[config.mk]
export PLATFORM = sky130hd
export DESIGN_NAME = netclk_gen
export DESIGN_NICKNAME = d
export VERILOG_FILES = /design/src/rtl/netclk_pkg.sv /design/src/rtl/netclk_gen_phase.sv /design/src/rtl/netclk_gen.sv
export SDC_FILE = /design/constraint.sdc
export NUM_CORES = 1
export LEC_CHECK = 0
export CAP_MARGIN = 10
export CORE_AREA = 2 2 105 107
export DETAILED_ROUTE_END_ITERATION = 16
export DIE_AREA = 0 0 107 109
export SKIP_LAST_GASP = 1
export SLEW_MARGIN = 5
export SYNTH_ARGS = -nofsm -noshare
export SYNTH_HDL_FRONTEND = slang
export SYNTH_SLANG_ARGS = --single-unit
[constraint.sdc]
create_clock -name clk -period 2.96 [get_ports clk]
set_input_delay 0.592 -clock clk [delete_from_list [all_inputs] [get_ports clk]]
set_output_delay 0.592 -clock clk [all_outputs]
set_load 0.01 [all_outputs]
[src/rtl/netclk_pkg.sv]
// Shared constants and types for the Econet network clock generator and its
// companion clock detector.
package netclk_pkg;

    localparam int NETCLK_W           = 12;
    localparam int NETCLK_DEF_PERIOD  = 160;
    localparam int NETCLK_DEF_MARK    = 32;
    // Detector timeout; the generator holdoff must be longer than this so the
    // detector always declares loss of clock before a takeover is attempted.
    localparam int NETCLK_DET_TIMEOUT = 2048;
    localparam int NETCLK_HOLDOFF     = 4096;

    typedef enum logic [1:0] {
        ST_IDLE,
        ST_HOLDOFF,
        ST_RUN,
        ST_STOP
    } netclk_state_t;

endpackage

[src/rtl/netclk_gen_phase.sv]
// Phase counter and mark comparator with double-buffered period/mark so a new
// configuration only takes effect on a period boundary.
module netclk_gen_phase
    import netclk_pkg::*;
#(
    parameter int W          = NETCLK_W,
    parameter int DEF_PERIOD = NETCLK_DEF_PERIOD,
    parameter int DEF_MARK   = NETCLK_DEF_MARK
) (
    input  logic         clk,
    input  logic         reset,
    input  logic         start,
    input  logic         run,
    input  logic         halt,
    input  logic         cfg_wr,
    input  logic [W-1:0] cfg_period,
    input  logic [W-1:0] cfg_mark,
    output logic         wrap,
    output logic         level
);

    logic [W-1:0] phase_reg;
    logic [W-1:0] period_reg;
    logic [W-1:0] mark_reg;
    logic [W-1:0] pend_period_reg;
    logic [W-1:0] pend_mark_reg;
    logic         pend_valid_reg;
    logic         level_reg;
    logic [W-1:0] phase_inc;
    logic         apply;

    assign phase_inc = phase_reg + W'(1);
    assign wrap      = run && (phase_reg == period_reg - W'(1));
    assign apply     = (start || wrap) && pend_valid_reg;
    assign level     = level_reg;

    always_ff @(posedge clk or posedge reset) begin
        if (reset) begin
            phase_reg       <= '0;
            period_reg      <= W'(DEF_PERIOD);
            mark_reg        <= W'(DEF_MARK);
            pend_period_reg <= W'(DEF_PERIOD);
            pend_mark_reg   <= W'(DEF_MARK);
            pend_valid_reg  <= 1'b0;
            level_reg       <= 1'b0;
        end else begin
            if (start)
                phase_reg <= '0;
            else if (run)
                phase_reg <= wrap ? '0 : phase_inc;

            if (apply) begin
                period_reg <= pend_period_reg;
                mark_reg   <= pend_mark_reg;
            end

            // A load on the apply edge is kept pending for the next boundary.
            if (cfg_wr) begin
                pend_period_reg <= cfg_period;
                pend_mark_reg   <= cfg_mark;
                pend_valid_reg  <= 1'b1;
            end else if (apply) begin
                pend_valid_reg  <= 1'b0;
            end

            // Phase 0 is always high because every accepted mark is at least 1.
            if (start)
                level_reg <= 1'b1;
            else if (halt)
                level_reg <= 1'b0;
            else if (run)
                level_reg <= wrap ? 1'b1 : (phase_inc < mark_reg);
        end
    end

endmodule

[src/rtl/netclk_gen.sv]
// Econet network clock generator: takes over the shared netclk line after a
// holdoff when no other station clocks it, and always finishes a period on release.
module netclk_gen
    import netclk_pkg::*;
#(
    parameter int W              = NETCLK_W,
    parameter int DEF_PERIOD     = NETCLK_DEF_PERIOD,
    parameter int DEF_MARK       = NETCLK_DEF_MARK,
    parameter int HOLDOFF_CYCLES = NETCLK_HOLDOFF
) (
    input  logic         clk,
    input  logic         reset,
    input  logic         no_clock,
    input  logic         auto_en,
    input  logic         force_on,
    input  logic         cfg_load,
    input  logic [W-1:0] cfg_period,
    input  logic [W-1:0] cfg_mark,
    output logic         netclk_out,
    output logic         netclk_oe,
    output logic         active,
    output logic         cfg_err
);

    localparam int HO_W = $clog2(HOLDOFF_CYCLES + 1);

    if (HOLDOFF_CYCLES <= NETCLK_DET_TIMEOUT) begin : g_bad_holdoff
        $error("netclk_gen: HOLDOFF_CYCLES must exceed the detector timeout");
    end

    netclk_state_t state_reg;
    netclk_state_t state_next;
    logic [HO_W-1:0] hold_cnt_reg;
    logic            oe_reg;
    logic            cfg_err_reg;
    logic            cfg_valid;
    logic            wrap;
    logic            start;
    logic            run;
    logic            halt;
    logic            drive_next;

    // mark >= 1 and mark < period together imply period >= 2.
    assign cfg_valid = (cfg_mark != '0) && (cfg_mark < cfg_period) && (cfg_period >= W'(2));

    always_ff @(posedge clk or posedge reset) begin
        if (reset)
            state_reg <= ST_IDLE;
        else
            state_reg <= state_next;
    end

    always_comb begin
        state_next = state_reg;
        case (state_reg)
            ST_IDLE: begin
                if (force_on)
                    state_next = ST_RUN;
                else if (auto_en && no_clock)
                    state_next = ST_HOLDOFF;
            end
            ST_HOLDOFF: begin
                if (!no_clock || !auto_en)
                    state_next = ST_IDLE;
                else if (force_on || (hold_cnt_reg == HO_W'(HOLDOFF_CYCLES - 1)))
                    state_next = ST_RUN;
            end
            ST_RUN: begin
                if (!force_on && !auto_en)
                    state_next = ST_STOP;
            end
            ST_STOP: begin
                if (force_on || auto_en)
                    state_next = ST_RUN;
                else if (wrap)
                    state_next = ST_IDLE;
            end
            default: state_next = ST_IDLE;
        endcase
    end

    always_comb begin
        run        = (state_reg == ST_RUN) || (state_reg == ST_STOP);
        start      = !run && (state_next == ST_RUN);
        halt       = (state_reg == ST_STOP) && (state_next == ST_IDLE);
        drive_next = (state_next == ST_RUN) || (state_next == ST_STOP);
    end

    always_ff @(posedge clk or posedge reset) begin
        if (reset) begin
            hold_cnt_reg <= '0;
            oe_reg       <= 1'b0;
            cfg_err_reg  <= 1'b0;
        end else begin
            hold_cnt_reg <= (state_reg == ST_HOLDOFF) ? hold_cnt_reg + HO_W'(1) : '0;
            oe_reg       <= drive_next;
            if (cfg_load)
                cfg_err_reg <= !cfg_valid;
        end
    end

    netclk_gen_phase #(
        .W          (W),
        .DEF_PERIOD (DEF_PERIOD),
        .DEF_MARK   (DEF_MARK)
    ) u_phase (
        .clk        (clk),
        .reset      (reset),
        .start      (start),
        .run        (run),
        .halt       (halt),
        .cfg_wr     (cfg_load && cfg_valid),
        .cfg_period (cfg_period),
        .cfg_mark   (cfg_mark),
        .wrap       (wrap),
        .level      (netclk_out)
    );

    assign netclk_oe = oe_reg;
    assign active    = oe_reg;
    assign cfg_err   = cfg_err_reg;

endmodule

==> run_summary.xml <==
<?xml version="1.0" encoding="UTF-8"?>
<metrics>
  <group name="outcome">
    <metric name="run_status" unit="">finished, violations left</metric>
    <metric name="failed_checks" unit="">setup timing</metric>
  </group>
  <group name="flow_run">
    <metric name="drv.max_cap_violation_count" unit="">0</metric>
  </group>
  <group name="synth">
    <metric name="ys_warn_count" unit="">0</metric>
    <metric name="synth_top_cells_by_area" unit="">dfrtp_1, mux2_2, ha_1</metric>
    <metric name="synth-edff-count" unit="">0</metric>
    <metric name="yosys_register_bits" unit="">79</metric>
    <metric name="synthFlopType" unit="">dfrtp_1</metric>
    <metric name="yosys.area.top_type_share" unit="%">41.8</metric>
    <metric name="synth_cell_type_count" unit="">47</metric>
    <metric name="postSynthNetCount" unit="">467</metric>
    <metric name="post_synth_instance_area" unit="mm^2">0.00437</metric>
    <metric name="syn-instance-count" unit="">412</metric>
    <metric name="share_of_synthesized_area_occupied_by_flip_flops_and_latches" unit="%">45.4</metric>
    <metric name="yosys.cell_count.top_type" unit="">dfrtp_1</metric>
    <metric name="postSynthAreaPerCell" unit="um^2">10.6</metric>
    <metric name="yosysTopAreaCell" unit="">dfrtp_1</metric>
    <metric name="synth_commonest_cells" unit="">dfrtp_1, inv_1, nand2_1</metric>
    <metric name="synthArstFlopShare" unit="%">100</metric>
  </group>
  <group name="final_layout">
    <metric name="nets" unit="">529</metric>
    <metric name="instances_no_fill" unit="">619</metric>
    <metric name="final_layout_size_suffix_gt1_share" unit="%">20.5</metric>
    <metric name="flip_flop_count_of_the_largest_register_after_layout" unit="">13</metric>
    <metric name="final_design_area_no_fill" unit="mm^2">0.00534</metric>
    <metric name="synth_to_layout_area_growth" unit="%">22.3</metric>
    <metric name="number_of_inserted_diodes" unit="">0</metric>
  </group>
  <group name="die">
    <metric name="die_w" unit="um">107</metric>
    <metric name="floorplan.rows" unit="">38</metric>
    <metric name="die_y" unit="um">109</metric>
    <metric name="floorplan.core_area" unit="mm^2">0.0106</metric>
    <metric name="floorplan.die_area" unit="mm^2">0.0117</metric>
    <metric name="floorplan.initialDensity" unit="%">41.2</metric>
    <metric name="ios" unit="">34</metric>
  </group>
  <group name="clock_tree">
    <metric name="clk_root_buffer_cell" unit="">clkbuf_8</metric>
    <metric name="insertion_delay" unit="ps">350</metric>
    <metric name="cts_h_tree_lvls" unit="">3</metric>
    <metric name="clockBufferDepth" unit="">2</metric>
    <metric name="tritoncts" unit="">done</metric>
    <metric name="clkTransAtPathRegs" unit="ps">80</metric>
    <metric name="cts_hold_repair.buffers" unit="">0</metric>
    <metric name="clock_sinks" unit="">79</metric>
    <metric name="cts-buffers-inserted" unit="">9</metric>
  </group>
  <group name="global_route">
    <metric name="grt_antenna_before_repair" unit="">0</metric>
    <metric name="overflow" unit="">0</metric>
    <metric name="globalRoute.busiestLayer" unit="">met2</metric>
    <metric name="grt_use_met3" unit="%">2.33</metric>
    <metric name="globalRouteMet1Util" unit="%">21.8</metric>
    <metric name="grt_pass1_wl" unit="mm">15.6</metric>
    <metric name="via_count_of_the_first_global_routing_pass" unit="">3177</metric>
    <metric name="grt_start_max_net_pins" unit="">38</metric>
    <metric name="grtUsageMet2" unit="%">30.4</metric>
    <metric name="grt_use_total" unit="%">17.4</metric>
  </group>
  <group name="timing">
    <metric name="timing.hold.ws" unit="ps">478</metric>
    <metric name="min_period" unit="ps">3110</metric>
    <metric name="max-slew-margin-rel" unit="%">61.9</metric>
    <metric name="setup_slack" unit="ps">-149</metric>
    <metric name="finalMaxSlewViolations" unit="">0</metric>
    <metric name="tns_setup" unit="ps">-3040</metric>
    <metric name="hold_viol" unit="">0</metric>
    <metric name="setup_violations" unit="">24</metric>
    <metric name="final_worst_path_cycle_share" unit="%">105</metric>
    <metric name="fmaxAchievable" unit="MHz">322</metric>
    <metric name="worst-slew-pin-transition" unit="ps">570</metric>
    <metric name="rsz0062_at_grt" unit="">yes</metric>
    <metric name="skew" unit="ps">12.0</metric>
  </group>
  <group name="routing">
    <metric name="detailedRoute.firstPassIterationCount" unit="">5</metric>
    <metric name="routed-via-count" unit="">3186</metric>
    <metric name="post-route-drc-count" unit="">0</metric>
    <metric name="wl" unit="mm">9.53</metric>
    <metric name="vias_per_cell" unit="">5.15</metric>
    <metric name="ant_nets" unit="">0</metric>
    <metric name="avgRoutedWirePerCell" unit="um">15.4</metric>
    <metric name="iter_0_drt_violations" unit="">183</metric>
  </group>
  <group name="placement">
    <metric name="placed_cell_area" unit="mm^2">0.00504</metric>
    <metric name="gp_congestion" unit="">0.778</metric>
    <metric name="place.detailed.hpwl" unit="mm">7.00</metric>
    <metric name="numPlacedInstances" unit="">597</metric>
    <metric name="numPortBuffers" unit="">33</metric>
    <metric name="dp_slack" unit="ps">-87.0</metric>
  </group>
  <group name="power_and_ir_drop">
    <metric name="p_leak" unit="uW">0.00240</metric>
    <metric name="power.ir.vdd_worst" unit="V">0.000304</metric>
    <metric name="p_per_area" unit="mW/mm^2">809</metric>
  </group>
  <group name="worst_hold_path">
    <metric name="worstHoldPathType" unit="">register to register</metric>
  </group>
  <group name="worst_setup_path">
    <metric name="critical_path_peak_fanout" unit="">6</metric>
    <metric name="start_kind" unit="">register</metric>
    <metric name="timing.critical_path.required" unit="ps">3190</metric>
    <metric name="critical_path.endpoint_type" unit="">register</metric>
    <metric name="path_class" unit="">register to register</metric>
    <metric name="crit_arrival" unit="ps">3340</metric>
  </group>
</metrics>
[cells by family (layout without fill, tap and decap cells)]
family | count (synthesis) | after routing | synth area share, %
adder cells (fa/ha/maj) | 25 | 25 | 7.16
AND/OR/NAND/NOR | 125 | 125 | 15.0
flip-flops | 79 | 79 | 45.4
XOR/XNOR | 30 | 30 | 6.01
AO/OA/AOI/OAI | 59 | 59 | 9.39
buffers and inverters | 46 | 113 | 4.64
multiplexers | 48 | 48 | 12.4
[final timing paths]
| kind | to | startpoint | slack (ps) | depth (start not counted) |
|---|---|---|---|---|
| max | u_phase.period_reg[8] | u_phase.period_reg[5] | -150 | 9 |
| min in group asynchronous | u_phase.pend_mark_reg[9] | reset | 600 | 2 |
| min | hold_cnt_reg[0] | hold_cnt_reg[0] | 480 | 1 |
| min reg2reg | hold_cnt_reg[0] | hold_cnt_reg[0] | 480 | 1 |
| max reg2reg | u_phase.period_reg[8] | u_phase.period_reg[5] | -150 | 9 |
| max in group asynchronous | u_phase.pend_mark_reg[5] | reset | 1710 | 3 |
[critical path, stage by stage (launching register included)]
cell       delay (ps)
dfstp_2           550
buf_6             120
nor2b_1            50
and3_1            160
or4_1             510
a2111o_1          470
o41ai_4           320
and3_4            310
clkbuf_16         170
mux2_1            310
[per-stage QoR]
stage,total power [uW],utilization [%]
6_report,4320,50.4
5_1_grt,4660,50.4
3_3_place_gp,3460,47.5
3_5_place_dp,3510,47.5
4_1_cts,4260,49.2
2_1_floorplan,2940,-
[metal layers]
metal / wire length (um) / vias up
li1: - / 1572
met1: 4420 / 1557
met2: 4760 / 45
met3: 193 / 12
met4: 153 / 0
met5: 0 / -
[timing repair]
| item | in CTS | in global routing |
|---|---|---|
| pin swaps | 0 | 5 |
| gates cloned | 0 | 3 |
| setup buffers | 0 | 3 |
| gates resized for setup | 1 | 9 |
| setup endpoints to repair | 24 | 28 |
[layout by cell type, fill, tap and decap left out, drive strengths merged, types with 2 or more instances in the layout]
master,synthesis,routed
clkbuf,9,15
clkdlybuf4s50,0,33
o21ai,12,12
a21oi,15,15
nor3,5,5
a211oi,3,3
nand4,2,2
o41ai,2,2
nand3,17,17
buf,5,30
or4,2,2
dfrtp,73,73
and3,6,6
or2,2,2
xor2,13,13
nand2b,11,11
nor2,22,22
clkinv,0,3
nor4,11,11
a2111o,3,3
ha,25,25
inv,32,31
xnor2,17,17
dfstp,6,6
a31oi,4,4
mux2,48,48
or3,5,5
nand2,31,31
nor2b,4,4
a21o,9,9
o21a,5,5
[area by class of cell]
cell class	instances	area, um^2
fillers	959	5260
clock buffers	13	159
well taps	140	175
clock inverters	3	17.5
repair buffers	65	651
flip-flops and latches	79	1980
multi-input cells	287	2230
inverters	32	121
[power breakdown]
part | internal, uW | switching, uW | leakage, uW
Sequential | 1390 | 302 | 0.000977
Clock | 349 | 376 | 0.0000894
Combinational | 1010 | 895 | 0.00133
Note: power is estimated with default switching activity, not from simulation.
